==> src/rtl/snake_seg_pkg.sv <==
// Shared types and constants for the 74HC595 score scanner: FSM states,
// frame geometry and the active-low 7-segment code table.
package snake_seg_pkg;

    typedef enum logic [1:0] {
        LOAD,
        SHIFT,
        LATCH,
        HOLD
    } state_t;

    localparam int NUM_DIGITS = 6;
    localparam int SEG_BITS   = 8;
    localparam int FRAME_BITS = 14;
    localparam int SEL_BITS   = FRAME_BITS - SEG_BITS;

    localparam logic [SEG_BITS-1:0] SEG_BLANK = 8'hFF;
    localparam logic [SEG_BITS-1:0] SEG_DASH  = 8'hBF;

    // Entry n is the {dp,g,f,e,d,c,b,a} pattern for decimal digit n.
    localparam logic [9:0][SEG_BITS-1:0] SEG_TABLE = {
        8'h90, 8'h80, 8'hF8, 8'h82, 8'h92,
        8'h99, 8'hB0, 8'hA4, 8'hF9, 8'hC0
    };

    function automatic logic [SEG_BITS-1:0] digit_code(input logic [3:0] nibble);
        return (nibble > 4'd9) ? SEG_DASH : SEG_TABLE[nibble];
    endfunction

endpackage

==> src/rtl/seg7_encode.sv <==
// Combinational BCD nibble to active-low segment pattern, with blanking.
module seg7_encode
    import snake_seg_pkg::*;
(
    input  logic [3:0]          nibble,
    input  logic                blank,
    output logic [SEG_BITS-1:0] seg
);

    always_comb begin
        seg = SEG_BLANK;
        if (!blank) begin
            seg = digit_code(nibble);
        end
    end

endmodule

==> src/rtl/hc595_score_scan.sv <==
// Scans a 3-digit BCD score onto a 6-digit multiplexed display through two
// cascaded 74HC595s, one 14-bit {seg, sel} frame per digit.
module hc595_score_scan
    import snake_seg_pkg::*;
#(
    parameter int CLK_DIV    = 2,
    parameter int DIGIT_HOLD = 50_000
) (
    input  logic        clk,
    input  logic        rst_n,
    input  logic [11:0] bcd_data,
    input  logic        disp_en,
    output logic        shcp,
    output logic        stcp,
    output logic        ds,
    output logic        oe,
    output logic        sweep_done
);

    localparam int DIV_W  = (CLK_DIV > 1) ? $clog2(CLK_DIV) : 1;
    localparam int HOLD_W = (DIGIT_HOLD > 1) ? $clog2(DIGIT_HOLD) : 1;

    localparam logic [DIV_W-1:0]  DIV_LAST   = DIV_W'(CLK_DIV - 1);
    localparam logic [HOLD_W-1:0] HOLD_LAST  = HOLD_W'(DIGIT_HOLD - 1);
    localparam logic [2:0]        LAST_DIGIT = 3'(NUM_DIGITS - 1);
    localparam logic [3:0]        LAST_BIT   = 4'(FRAME_BITS - 1);

    state_t                  state;
    logic [DIV_W-1:0]        div_cnt;
    logic [3:0]              bit_cnt;
    logic [HOLD_W-1:0]       hold_cnt;
    logic [2:0]              digit_idx;
    logic [11:0]             snapshot;
    logic [FRAME_BITS-1:0]   shift_reg;
    logic                    lit;

    logic [11:0]             score;
    logic [3:0]              nibble;
    logic                    blank;
    logic [SEG_BITS-1:0]     seg;
    logic [FRAME_BITS-1:0]   frame;

    // Digit 0 is built in the same cycle the snapshot is taken, so it sees bcd_data directly.
    assign score = (digit_idx == 3'd0) ? bcd_data : snapshot;

    always_comb begin
        nibble = score[3:0];
        blank  = 1'b1;
        case (digit_idx)
            3'd0: blank = 1'b0;
            3'd1: begin
                nibble = score[7:4];
                blank  = (score[11:8] == 4'd0) && (score[7:4] == 4'd0);
            end
            3'd2: begin
                nibble = score[11:8];
                blank  = (score[11:8] == 4'd0);
            end
            default: blank = 1'b1;
        endcase
    end

    seg7_encode u_encode (
        .nibble (nibble),
        .blank  (blank),
        .seg    (seg)
    );

    assign frame = {seg, SEL_BITS'(1) << digit_idx};

    // Once the first frame has been latched, oe follows disp_en with one cycle of latency.
    always_ff @(posedge clk) begin
        if (!rst_n) begin
            state      <= LOAD;
            div_cnt    <= '0;
            bit_cnt    <= '0;
            hold_cnt   <= '0;
            digit_idx  <= '0;
            snapshot   <= '0;
            shift_reg  <= '0;
            lit        <= 1'b0;
            shcp       <= 1'b0;
            stcp       <= 1'b0;
            ds         <= 1'b0;
            oe         <= 1'b1;
            sweep_done <= 1'b0;
        end else begin
            sweep_done <= 1'b0;
            if (lit) begin
                oe <= ~disp_en;
            end
            case (state)
                LOAD: begin
                    if (digit_idx == 3'd0) begin
                        snapshot <= bcd_data;
                    end
                    ds        <= frame[FRAME_BITS-1];
                    shift_reg <= {frame[FRAME_BITS-2:0], 1'b0};
                    bit_cnt   <= '0;
                    div_cnt   <= '0;
                    shcp      <= 1'b0;
                    state     <= SHIFT;
                end
                SHIFT: begin
                    if (div_cnt != DIV_LAST) begin
                        div_cnt <= div_cnt + DIV_W'(1);
                    end else begin
                        div_cnt <= '0;
                        if (!shcp) begin
                            shcp <= 1'b1;
                        end else if (bit_cnt == LAST_BIT) begin
                            shcp  <= 1'b0;
                            ds    <= 1'b0;
                            stcp  <= 1'b1;
                            state <= LATCH;
                        end else begin
                            shcp      <= 1'b0;
                            ds        <= shift_reg[FRAME_BITS-1];
                            shift_reg <= {shift_reg[FRAME_BITS-2:0], 1'b0};
                            bit_cnt   <= bit_cnt + 4'd1;
                        end
                    end
                end
                LATCH: begin
                    if (div_cnt != DIV_LAST) begin
                        div_cnt <= div_cnt + DIV_W'(1);
                    end else begin
                        div_cnt    <= '0;
                        stcp       <= 1'b0;
                        lit        <= 1'b1;
                        oe         <= ~disp_en;
                        sweep_done <= (digit_idx == LAST_DIGIT);
                        hold_cnt   <= '0;
                        state      <= HOLD;
                    end
                end
                HOLD: begin
                    if (hold_cnt != HOLD_LAST) begin
                        hold_cnt <= hold_cnt + HOLD_W'(1);
                    end else begin
                        digit_idx <= (digit_idx == LAST_DIGIT) ? 3'd0 : digit_idx + 3'd1;
                        state     <= LOAD;
                    end
                end
                default: state <= LOAD;
            endcase
        end
    end

endmodule

==> config.mk <==
export PLATFORM = sky130hd
export DESIGN_NAME = hc595_score_scan
export DESIGN_NICKNAME = d
export VERILOG_FILES = /design/src/rtl/snake_seg_pkg.sv /design/src/rtl/seg7_encode.sv /design/src/rtl/hc595_score_scan.sv
export SDC_FILE = /design/constraint.sdc
export NUM_CORES = 1
export LEC_CHECK = 0
export CORE_AREA = 3 3 76 78
export DETAILED_ROUTE_END_ITERATION = 10
export DIE_AREA = 0 0 79 81
export PLACE_DENSITY_LB_ADDON = 0.1
export SYNTH_ARGS = -nofsm -noshare
export SYNTH_HDL_FRONTEND = slang
export SYNTH_SLANG_ARGS = --single-unit
==> constraint.sdc <==
create_clock -name clk -period 2.6 [get_ports clk]
set_input_delay 0.52 -clock clk [delete_from_list [all_inputs] [get_ports clk]]
set_output_delay 0.52 -clock clk [all_outputs]
set_load 0.1 [all_outputs]
# Word-level counts from Yosys, hierarchy flattened
# Memories as Yosys holds them, arrays and structs flattened.
# Cells that the tools add are included.
# totals
n_memories	1
regBits	58
elab_cells	98
input_bits	15
out_inout_bits	5
rom_bits	128
# memory_table
memory	depth	width	read_ports	rd_ports_with_merged_regs	wr	line	text
(name not given)	16	8	1	0	0	snake_seg_pkg.sv:27	return (nibble > 4'd9) ? SEG_DASH : SEG_TABLE[nibble];
# classes
n_addsub	4
n_shift	1
eq_ne	15
bitwise_logic	2
order_cmp	2
mux	41
n_reduce_logical	19
# ops
operator	n
14-bit 2-to-1 mux	3
16-bit 2-to-1 mux	2
16-bit one-hot mux with 2 select lines	1
14-bit one-hot mux with 2 select lines	1
8-bit 2-to-1 mux	3
16-bit by 1-bit adder with 16-bit output (second input constant)	1
16-bit != test (second input constant)	1
4-bit one-hot mux with 2 select lines	2
2-bit != test (second input constant)	7
1-bit 2-to-1 mux	13
12-bit 2-to-1 mux	1
4-bit 2-to-1 mux	3
2-bit 2-to-1 mux	5
5-bit AND reduction	2
3-bit AND reduction	3
4-bit zero test	2
1-bit one-hot mux with 2 select lines	4
2-bit one-hot mux with 4 select lines	1
2-bit nonzero test	4
2-bit AND reduction	3
1-bit by 3-bit << shifter with 6-bit output (first input constant)	1
4-bit by 5-bit less-than comparator with 1-bit output (second input constant)	1
4-bit by 1-bit adder with 4-bit output (second input constant)	1
2-bit == test (second input constant)	2
other kinds (16)	17

# Depth between registers and ports, before layout
# Gate-level depths: netlist (run 1).
# depth
word_depth	8
mapped_depth	11
mapped_depth_nobuf	9

# By module
# From an unflattened synthesis (run 1), not the netlist that was laid out.
# hier_totals
cells_unflattened	382
area_unflattened_um2	3080.5
# by_module_without_submodules
module	area_per_inst_um2	cells_each	n_inst	seq_area_each_um2
hc595_score_scan	2854.0	350	1	1141.1
seg7_encode	226.5	32	1	0.0

# Worst setup path after synthesis (run 1)
# No wires, ideal clock.
# synth_timing
path_kind	register to register
startpoint	register shcp
endpoint	register shift_reg[3]
setup_time_ns	0.128
synth_period_minus_slack_ns	2.300
stages_incl_launch_ff	7
arrival_time_ns	2.173
t_required_ns	2.472
slack_ns	0.300
path_buffers	1
cell_sequence	dfxtp_1 > nand3_1 > o21ai_0 > clkbuf_1 > o311ai_0 > o21ai_0 > nor2_1
# synth_between
elab_chain_cells	2
# synth_rtl
item	line	text
from (decl)	hc595_score_scan.sv:13	output logic shcp,
from (signal assigned)	hc595_score_scan.sv:82	shcp <= 1'b0;
from (signal assigned)	hc595_score_scan.sv:101	shcp <= 1'b0;
from (signal assigned)	hc595_score_scan.sv:110	shcp <= 1'b1;
2-bit != test (no source line)	-	
4-bit AND reduction (no source line)	-	
to (signal assigned)	hc595_score_scan.sv:98	shift_reg <= {frame[FRAME_BITS-2:0], 1'b0};
to (signal assigned)	hc595_score_scan.sv:119	shift_reg <= {shift_reg[FRAME_BITS-2:0], 1'b0};
to (decl)	hc595_score_scan.sv:34	logic [FRAME_BITS-1:0] shift_reg;
# Every way passes these cells.
# A chain may end at the register's enable or synchronous reset.

# Worst setup path in the final report (run 1)
# layout_timing
startpoint	register digit_idx[1]
endpoint	register shift_reg[11]
# layout_between
elab_chain_cells	8
elab_cells_between_ends	15
classes_between	1 x order compare; 2 x eq/ne; 7 x mux; 4 x reduce/logical; 1 x memory
# layout_rtl
item	line	text
from (decl)	hc595_score_scan.sv:32	logic [2:0] digit_idx;
from (signal assigned)	hc595_score_scan.sv:141	digit_idx <= (digit_idx == LAST_DIGIT) ? 3'd0 : digit_idx + 3'd1;
3-bit zero test	hc595_score_scan.sv:44, hc595_score_scan.sv:49	
12-bit 2-to-1 mux	-	
4-bit one-hot mux with 2 select lines	hc595_score_scan.sv:49	case (digit_idx)
memory read 16 x 8 bit	-	
8-bit 2-to-1 mux (implied by the code)	snake_seg_pkg.sv:27	
8-bit 2-to-1 mux	snake_seg_pkg.sv:27	
8-bit 2-to-1 mux (*)	seg7_encode.sv:12	if (!blank) begin
14-bit one-hot mux with 2 select lines (*)	hc595_score_scan.sv:92	case (state)
# Every way passes the cells marked *; elsewhere a longest branch is shown, timed or not. The select of a mux whose other input is x is not followed.

==> metrics.log, run 1 <==
[metrics] wire length after detailed routing: ~6000 um
[metrics] count of unique library cells instantiated by Yosys: a little under 60
[metrics] area share of and/or/nand/nor cells after synthesis: 0.255
[metrics] placed cell count: 439
[metrics] RSZ-0062 raised after global routing: no
[metrics] TritonCTS clock tree: done
[metrics] hold path endpoint: shift_reg[12]$_SDFFE_PN0P_
[metrics] Post-CTS Setup Inserts: 0
[metrics] Syn-to-layout area delta: 15.3%
[metrics] synthesized instance count: about 360
[metrics] timing startpoint of the critical path: digit_idx[1]$_SDFFE_PN0P_
[metrics] crit path capture type: flop
[metrics] largest vdd supply drop: 517 uV
[metrics] antenna diode instance count: 0
[metrics] DRC violations left: 0
[metrics] worst setup path category: reg2reg
[metrics] antenna violations before repair: 0
[metrics] total die area: 6400 um^2
[metrics] leading cell types by count after synthesis: dfxtp_1, nand2_1, nor2_1
[metrics] deepest clock path buffer count: 2
[metrics] die width: around 80 um
[metrics] post-DR wirelength/cell: between 10 and 15 um
[metrics] site row count: 26
[metrics] setup TNS after final layout: 0 ps
[metrics] vias per std cell: between 5 and 6
[metrics] max reg flops: 16
[metrics] async set-or-reset flop fraction in the synthesized netlist: 0
[metrics] area share of the largest cell type after synthesis: 0.386
[metrics] residual overflow from global routing: 0
[metrics] Avg Synthesized Cell Area: 8.26 um^2
[metrics] Worst Hold Class: reg2reg
[metrics] clk slew on worst S/H paths: 60 ps
[metrics] maximum number of pins on one net before global-route repair: 32
[metrics] main combinational cell family by area after synthesis: simple AND/OR/NAND/NOR gates
[metrics] power per cell area: 866 nW/um^2
[metrics] Worst Hold Margin: ~450 ps
[metrics] height of the chip: ~81 um
[metrics] number of enable-type register cells in the synthesized netlist: 0
[metrics] Mapped Area: about 3000 um^2
[metrics] clock latency on the worst-skew pair: between 300 and 400 ps
[metrics] fin crit period: around 2200 ps
[metrics] Leakage Power: between 1 and 1.5 nW
[metrics] final setup skew: 2.98 ps
[metrics] largest area contributor in the synthesized netlist: dfxtp_1
[metrics] CTS HTree Levels: 3
[metrics] global-route wire length before repair: roughly 11000 um
[metrics] reg2reg path depth: 8
[metrics] Layout Nets: roughly 400
[metrics] clock buffer count from CTS: 9
[metrics] number of storage elements in the synthesis netlist: between 50 and 60
[metrics] number of sinks handled by clock tree synthesis: 57
[metrics] GR Util All Layers: 0.214
[metrics] origin of the worst min-delay path: shift_reg[12]$_SDFFE_PN0P_
[metrics] crit share post-route: 0.862
[metrics] number of global-route vias before repair: 2360
[metrics] post-synthesis share of cell area spent on full adders, half adders and majority gates: 0.0635
[metrics] most frequent cell after synthesis: dfxtp_1
[metrics] I/O pin count: 20
[metrics] layout cell share with drive strength beyond 1: 0.106
[metrics] floorplan core area: between 5000 and 6000 um^2
[metrics] non-filler instance count after layout: around 460
[metrics] reg2reg end: shift_reg[11]$_SDFFE_PN0P_
[metrics] number of buffers inserted by port buffering: 19
[metrics] total power: 2.95 mW
[metrics] xor and xnor area share after synthesis: 0.0356
[metrics] worst-margin pin slew: ~1000 ps
[metrics] number of antenna-violating nets in the routed design: 0
[metrics] starting DRC count in detailed routing: 105
[metrics] FF-to-FF Start: digit_idx[1]$_SDFFE_PN0P_
[metrics] First-pass DRT Iterations: 4
[metrics] last weighted congestion value of the routability-driven placer: about 0.92
[metrics] CP arrival: about 2500 ps
[metrics] Max Transition Viols Final: 0
[metrics] DP HPWL: between 4000 and 5000 um
[metrics] number of failing setup endpoints in the final timing report: 0
[metrics] buffer cell driving the clock tree root: clkbuf_8
[metrics] kind of start point of the critical path: flop
[metrics] share of synthesized area spent on multiplexers: 0.0322
[metrics] required time worst endpoint: 2810 ps
[metrics] internal reg-to-reg setup slack: 360 ps
[metrics] Hold-fix buffers, CTS: 0
[metrics] syn nets: about 390
[metrics] Max Fclk: 446 MHz
[metrics] Main synth FF type: dfxtp_1
[metrics] number of violations of the max-capacitance limit: 0
[metrics] largest cells by area after synthesis: dfxtp_1, nand2_1, ha_1
[metrics] slew margin rel.: 0.307
[metrics] Warnings, synthesis: 0
[metrics] outcome: finished, final reports clean
[metrics] maximum fanout count along the critical path: 11
[metrics] Vias: approximately 2500
[metrics] total of cells resized after clock tree synthesis: 0
[metrics] Starting Density: 0.575
[metrics] hold violation count in the final report: 0
[metrics] sequential share of the synthesized area: 0.386
[metrics] Synth Area in Compound Gates: 0.185
[metrics] number of stages on the worst hold path: 2
[worst max-delay path: stages (launching register included)]
cell     delay, ps
dfxtp_1        540
mux2_2         380
o221a_2        280
inv_1          120
ha_1           210
nor2_1          70
nand3_1        100
nor4b_1        300
o21ai_0        130
[where the power goes]
group	internal [mW]	switching [mW]
Combinational	0.337	0.607
Sequential	1.04	0.116
Clock	0.520	0.335
[final cells by class]
cell class	count	area, um^2
fillers	456	1730
multi-input cells	273	1690
flip-flops and latches	57	1140
repair buffers	27	238
clock buffers	14	173
well taps	70	87.6
inverters	12	45.0
clock inverters	2	35.0
[metrics by stage]
stage           util  instance area [um^2]  setup WS, ps
3_3_place_gp   0.623                  3200           198
4_1_cts        0.663                  3410           391
5_1_grt        0.663                  3410           260
3_5_place_dp   0.623                  3200          88.9
2_1_floorplan      -                  2960           300
6_report       0.663                  3410           359
[worst max-delay path by stage]
stage                                       endpoint  slack (ps)  cells past startpoint
after floorplan            shift_reg[3]$_SDFFE_PN0P_         300                      6
after CTS                 shift_reg[11]$_SDFFE_PN0P_         390                      8
after global routing      shift_reg[11]$_SDFFE_PN0P_         260                      8
after global placement     shift_reg[8]$_SDFFE_PN0P_         200                      8
after detailed placement  shift_reg[11]$_SDFFE_PN0P_          90                      9
final                     shift_reg[11]$_SDFFE_PN0P_         360                      8
[logic make-up after synthesis]
family,Yosys count
simple gates,152
compound gates,85
flops,57
buf+inv,28
fa+ha+maj,15
xor+xnor,12
mux,9
[cells in the final DEF (no fill, tap or decap), types with 2 or more instances in the layout]
master	count
a211oi_1	4
a21oi_1	25
a221oi_1	2
a22oi_1	2
a2bb2oi_1	2
a31oi_1	5
a32oi_1	5
and2_1	2
and3_1	4
and4_1	2
buf_4	13
clkbuf_1	2
clkbuf_8	12
clkdlybuf4s50_1	14
dfxtp_1	57
ha_1	15
inv_1	12
mux2_2	4
mux2i_1	5
nand2_1	54
nand2b_1	3
nand3_1	13
nand4_1	3
nor2_1	34
nor2b_1	4
nor3_1	10
nor4_1	3
nor4b_1	2
o211ai_1	3
o21ai_0	19
o22ai_1	2
o31ai_1	2
or2_2	2
or3_1	7
xnor2_1	3
xor2_1	9
[per-layer routing]
metal,global-route usage,up-vias,routed length (um),part of all wire
met2,0.327,46,2720,0.44
met1,0.279,1131,3020,0.49
met5,0,-,0,0
li1,-,1327,-,-
met3,0.0499,15,229,0.037
met4,0.119,0,146,0.024
No activity file was read; power rests on OpenSTA's default activity.
==> inputs of run 2 (changes only) <==
--- a/config.mk
+++ b/config.mk
@@ -5,9 +5,9 @@
 export SDC_FILE = /design/constraint.sdc
 export NUM_CORES = 1
 export LEC_CHECK = 0
-export CORE_AREA = 3 3 76 78
+export CORE_AREA = 2 2 75 77
 export DETAILED_ROUTE_END_ITERATION = 10
-export DIE_AREA = 0 0 79 81
+export DIE_AREA = 0 0 77 79
 export PLACE_DENSITY_LB_ADDON = 0.1
 export SYNTH_ARGS = -nofsm -noshare
 export SYNTH_HDL_FRONTEND = slang
==> run 2 against run 1 <==
Compared with the run above:
- register-to-register slack got worse by 90 ps
- flip-flop and latch count unchanged
- via count increased by 3.2%
- core utilization decreased by 2.6 points
- sequential share of layout area increased by 0.086 points
- fmax decreased by 3.7%
- critical path depth decreased by 1
- sequential power about the same
- design area decreased by 0.26%
- critical path type unchanged
- clock skew increased by 4.2 ps
- final cell count increased by 0.66%
- largest cell class unchanged
- clock-buffer cell count decreased by 1
- highest routed layer unchanged
==> metrics.log, run 2 (synthesis results as in run 1) <==
[metrics] outcome: finished, final reports clean
[metrics] share of power burned in registers: 0.398
[metrics] total die area: between 6000 and 7000 um^2
[metrics] DP HPWL: roughly 4600 um
[metrics] final setup skew: 7.20 ps
[metrics] maximum number of pins on one net before global-route repair: 32
[metrics] antenna diode instance count: 0
[metrics] Max Transition Viols Final: 0
[metrics] number of antenna-violating nets in the routed design: 0
[metrics] slew margin rel.: 0.540
[metrics] Starting Density: 0.554
[metrics] share of total power consumed by net switching: 0.367
[metrics] power per cell area: 857 nW/um^2
[metrics] RSZ-0062 raised after global routing: no
[metrics] worst setup path category: reg2reg
[metrics] Vias: 2599
[metrics] number of buffers inserted by port buffering: 19
[metrics] cell-by-cell trace of the critical path: inv_1 -> ha_1 -> nand3_1 -> o21ai_0 -> o211ai_1 -> a41o_1 -> o21ai_0
[metrics] relative contribution of combinational cells to total power: 0.328
[metrics] crit share post-route: 0.895
[metrics] worst-margin pin slew: 682 ps
[metrics] most common cell after layout, fill and taps aside: dfxtp_1
[metrics] crit path capture type: flop
[metrics] maximum fanout count along the critical path: 7
[metrics] Syn-to-layout area delta: 15.0%
[metrics] kind of start point of the critical path: flop
[metrics] number of failing setup endpoints in the final timing report: 0
[metrics] deepest clock path buffer count: 2
[metrics] layout filler cell count: 486
[metrics] number of violations of the max-capacitance limit: 0
[metrics] required time worst endpoint: between 2000 and 3000 ps
[metrics] internal reg-to-reg setup slack: 270 ps
[metrics] reg2reg end: shift_reg[11]$_SDFFE_PN0P_
[metrics] post-DR wirelength/cell: 13.7 um
[metrics] origin of the worst min-delay path: shift_reg[9]$_SDFFE_PN0P_
[metrics] CTS HTree Levels: 3
[metrics] final worst setup slack: 273 ps
[metrics] most frequent cells in the layout: dfxtp_1, nand2_1, nor2_1
[metrics] First-pass DRT Iterations: 4
[metrics] buffer cell driving the clock tree root: clkbuf_8
[metrics] starting DRC count in detailed routing: 94
[metrics] number of stages on the worst hold path: 2
[metrics] TritonCTS clock tree: done
[metrics] area of the multi-input gates: approximately 1700 um^2
[metrics] Hold-fix buffers, CTS: 0
[metrics] height of the chip: about 80 um
[metrics] clock share of power: 0.274
[metrics] hold path endpoint: shift_reg[9]$_SDFFE_PN0P_
[metrics] layout cell share with drive strength beyond 1: 0.106
[metrics] CP arrival: 2570 ps
[metrics] wire length after detailed routing: between 6000 and 7000 um
[metrics] buffers and inverters on the worst path: 1
[metrics] largest vdd supply drop: about 440 uV
[metrics] Placement Setup Slack: approximately 150 ps
[metrics] global-route wire length before repair: 10800 um
[metrics] Post-CTS Setup Inserts: 0
[metrics] Max Fclk: between 400 and 500 MHz
[metrics] total internal power: 1.84 mW
[metrics] clock latency on the worst-skew pair: around 330 ps
[metrics] last weighted congestion value of the routability-driven placer: 0.943
[metrics] residual overflow from global routing: 0
[metrics] total of cells resized after clock tree synthesis: 0
[metrics] clock buffer count from CTS: 9
[metrics] clk slew on worst S/H paths: 70 ps
[metrics] switching pwr: between 1 and 1.5 mW
[metrics] most frequent CP cell: o21ai_0
[metrics] floorplan core area: about 5300 um^2
[metrics] antenna violations before repair: 0
[metrics] Layout Nets: roughly 400
[metrics] fin crit period: 2330 ps
[metrics] Leakage Power: between 1 and 1.5 nW
[metrics] maximum cell stage delay along the critical path: around 600 ps
[metrics] number of sinks handled by clock tree synthesis: 57
[metrics] Worst Hold Class: reg2reg
[metrics] standard cell with the maximum stage delay on the critical path: o21ai_0
[metrics] site row count: 27
[metrics] die width: 77 um
[metrics] setup TNS after final layout: 0 ps
[metrics] GR Util All Layers: 0.221
[metrics] total power: 2.91 mW
[metrics] max reg flops: 16
[metrics] DRC violations left: 0
[metrics] reg2reg path depth: 7
[metrics] hold violation count in the final report: 0
[metrics] number of global-route vias before repair: approximately 2400
[metrics] Reg area: 1140 um^2
[metrics] Crit path max-delay family: compound AO/OA/AOI/OAI gates
[metrics] vias per std cell: between 5 and 6
[metrics] I/O pin count: 20
[metrics] FF-to-FF Start: state[1]$_SDFFE_PN0P_
==> run 2: changes by cell type in the layout (fill, tap and decap cells not counted), sizes merged <==
| cell | change |
|---|---|
| buf | +1 |
| clkbuf | -1 |
| clkinv | +1 |
==> run 2: layout make-up <==
type                       instances  area share
inverter                          12      0.0132
clock buffer                      13      0.0438
multi-input combinational        273       0.497
tap                               72      0.0265
timing repair buffer              28      0.0721
clock inverter                     3      0.0118
sequential                        57       0.336
==> run 2: routing by layer <==
layer  GRT usage  wire, um  vias to the layer above
met1       0.283      3020                     1218
met4      0.0821        64                        0
met3      0.0511       218                        8
met5           0         0                        -
li1            -         -                     1328
met2       0.365      2990                       45
==> run 2: worst register-to-register path: cells and delay by family (launching register included) <==
kind            cells  cell delay (ps)
simple gates        1              210
flops               1              340
buf+inv             1              100
compound gates      4             1240
fa+ha+maj           1              350
==> run 2: stage by stage <==
| step | utilization | instances | hold WS [ps] | area (um^2) |
|---|---|---|---|---|
| 2_1_floorplan | - | 358 | 416 | 2960 |
| 3_3_place_gp | 0.602 | 442 | 435 | 3210 |
| 3_5_place_dp | 0.602 | 442 | 455 | 3210 |
| 4_1_cts | 0.637 | 458 | 471 | 3400 |
| 5_1_grt | 0.637 | 458 | 496 | 3400 |
| 6_report | 0.637 | 458 | 460 | 3400 |
==> run 2: worst max-delay path by stage <==
stage                                     start                         end  slack (ps)  depth (start not counted)
after CTS                 state[1]$_SDFFE_PN0P_  shift_reg[11]$_SDFFE_PN0P_         290                          7
final                     state[1]$_SDFFE_PN0P_  shift_reg[11]$_SDFFE_PN0P_         270                          7
after global routing      state[1]$_SDFFE_PN0P_   shift_reg[8]$_SDFFE_PN0P_          20                          7
after detailed placement            bcd_data[0]  shift_reg[11]$_SDFFE_PN0P_         150                          9
after global placement              bcd_data[0]   shift_reg[8]$_SDFFE_PN0P_         200                          8
after floorplan               shcp$_SDFFE_PN0P_   shift_reg[3]$_SDFFE_PN0P_         300                          6
==> run 2: power by group through the flow <==
stage | registers [mW] | clock network [mW] | logic (mW)
6_report | 1.16 | 0.798 | 0.955
4_1_cts | 1.16 | 0.823 | 0.956
2_1_floorplan | 1.20 | 0 | 0.661
5_1_grt | 1.18 | 0.865 | 1.07
3_5_place_dp | 1.17 | 0 | 0.953
3_3_place_gp | 1.17 | 0 | 0.936
==> inputs of run 3 (changes only) <==
--- a/config.mk
+++ b/config.mk
@@ -8,6 +8,7 @@
 export CORE_AREA = 2 2 75 77
 export DETAILED_ROUTE_END_ITERATION = 10
 export DIE_AREA = 0 0 77 79
+export HOLD_SLACK_MARGIN = 0.05
 export PLACE_DENSITY_LB_ADDON = 0.1
 export SYNTH_ARGS = -nofsm -noshare
 export SYNTH_HDL_FRONTEND = slang
==> results of run 3 <==
No change in the layout: final DEF, timing and power equal those of run 2.
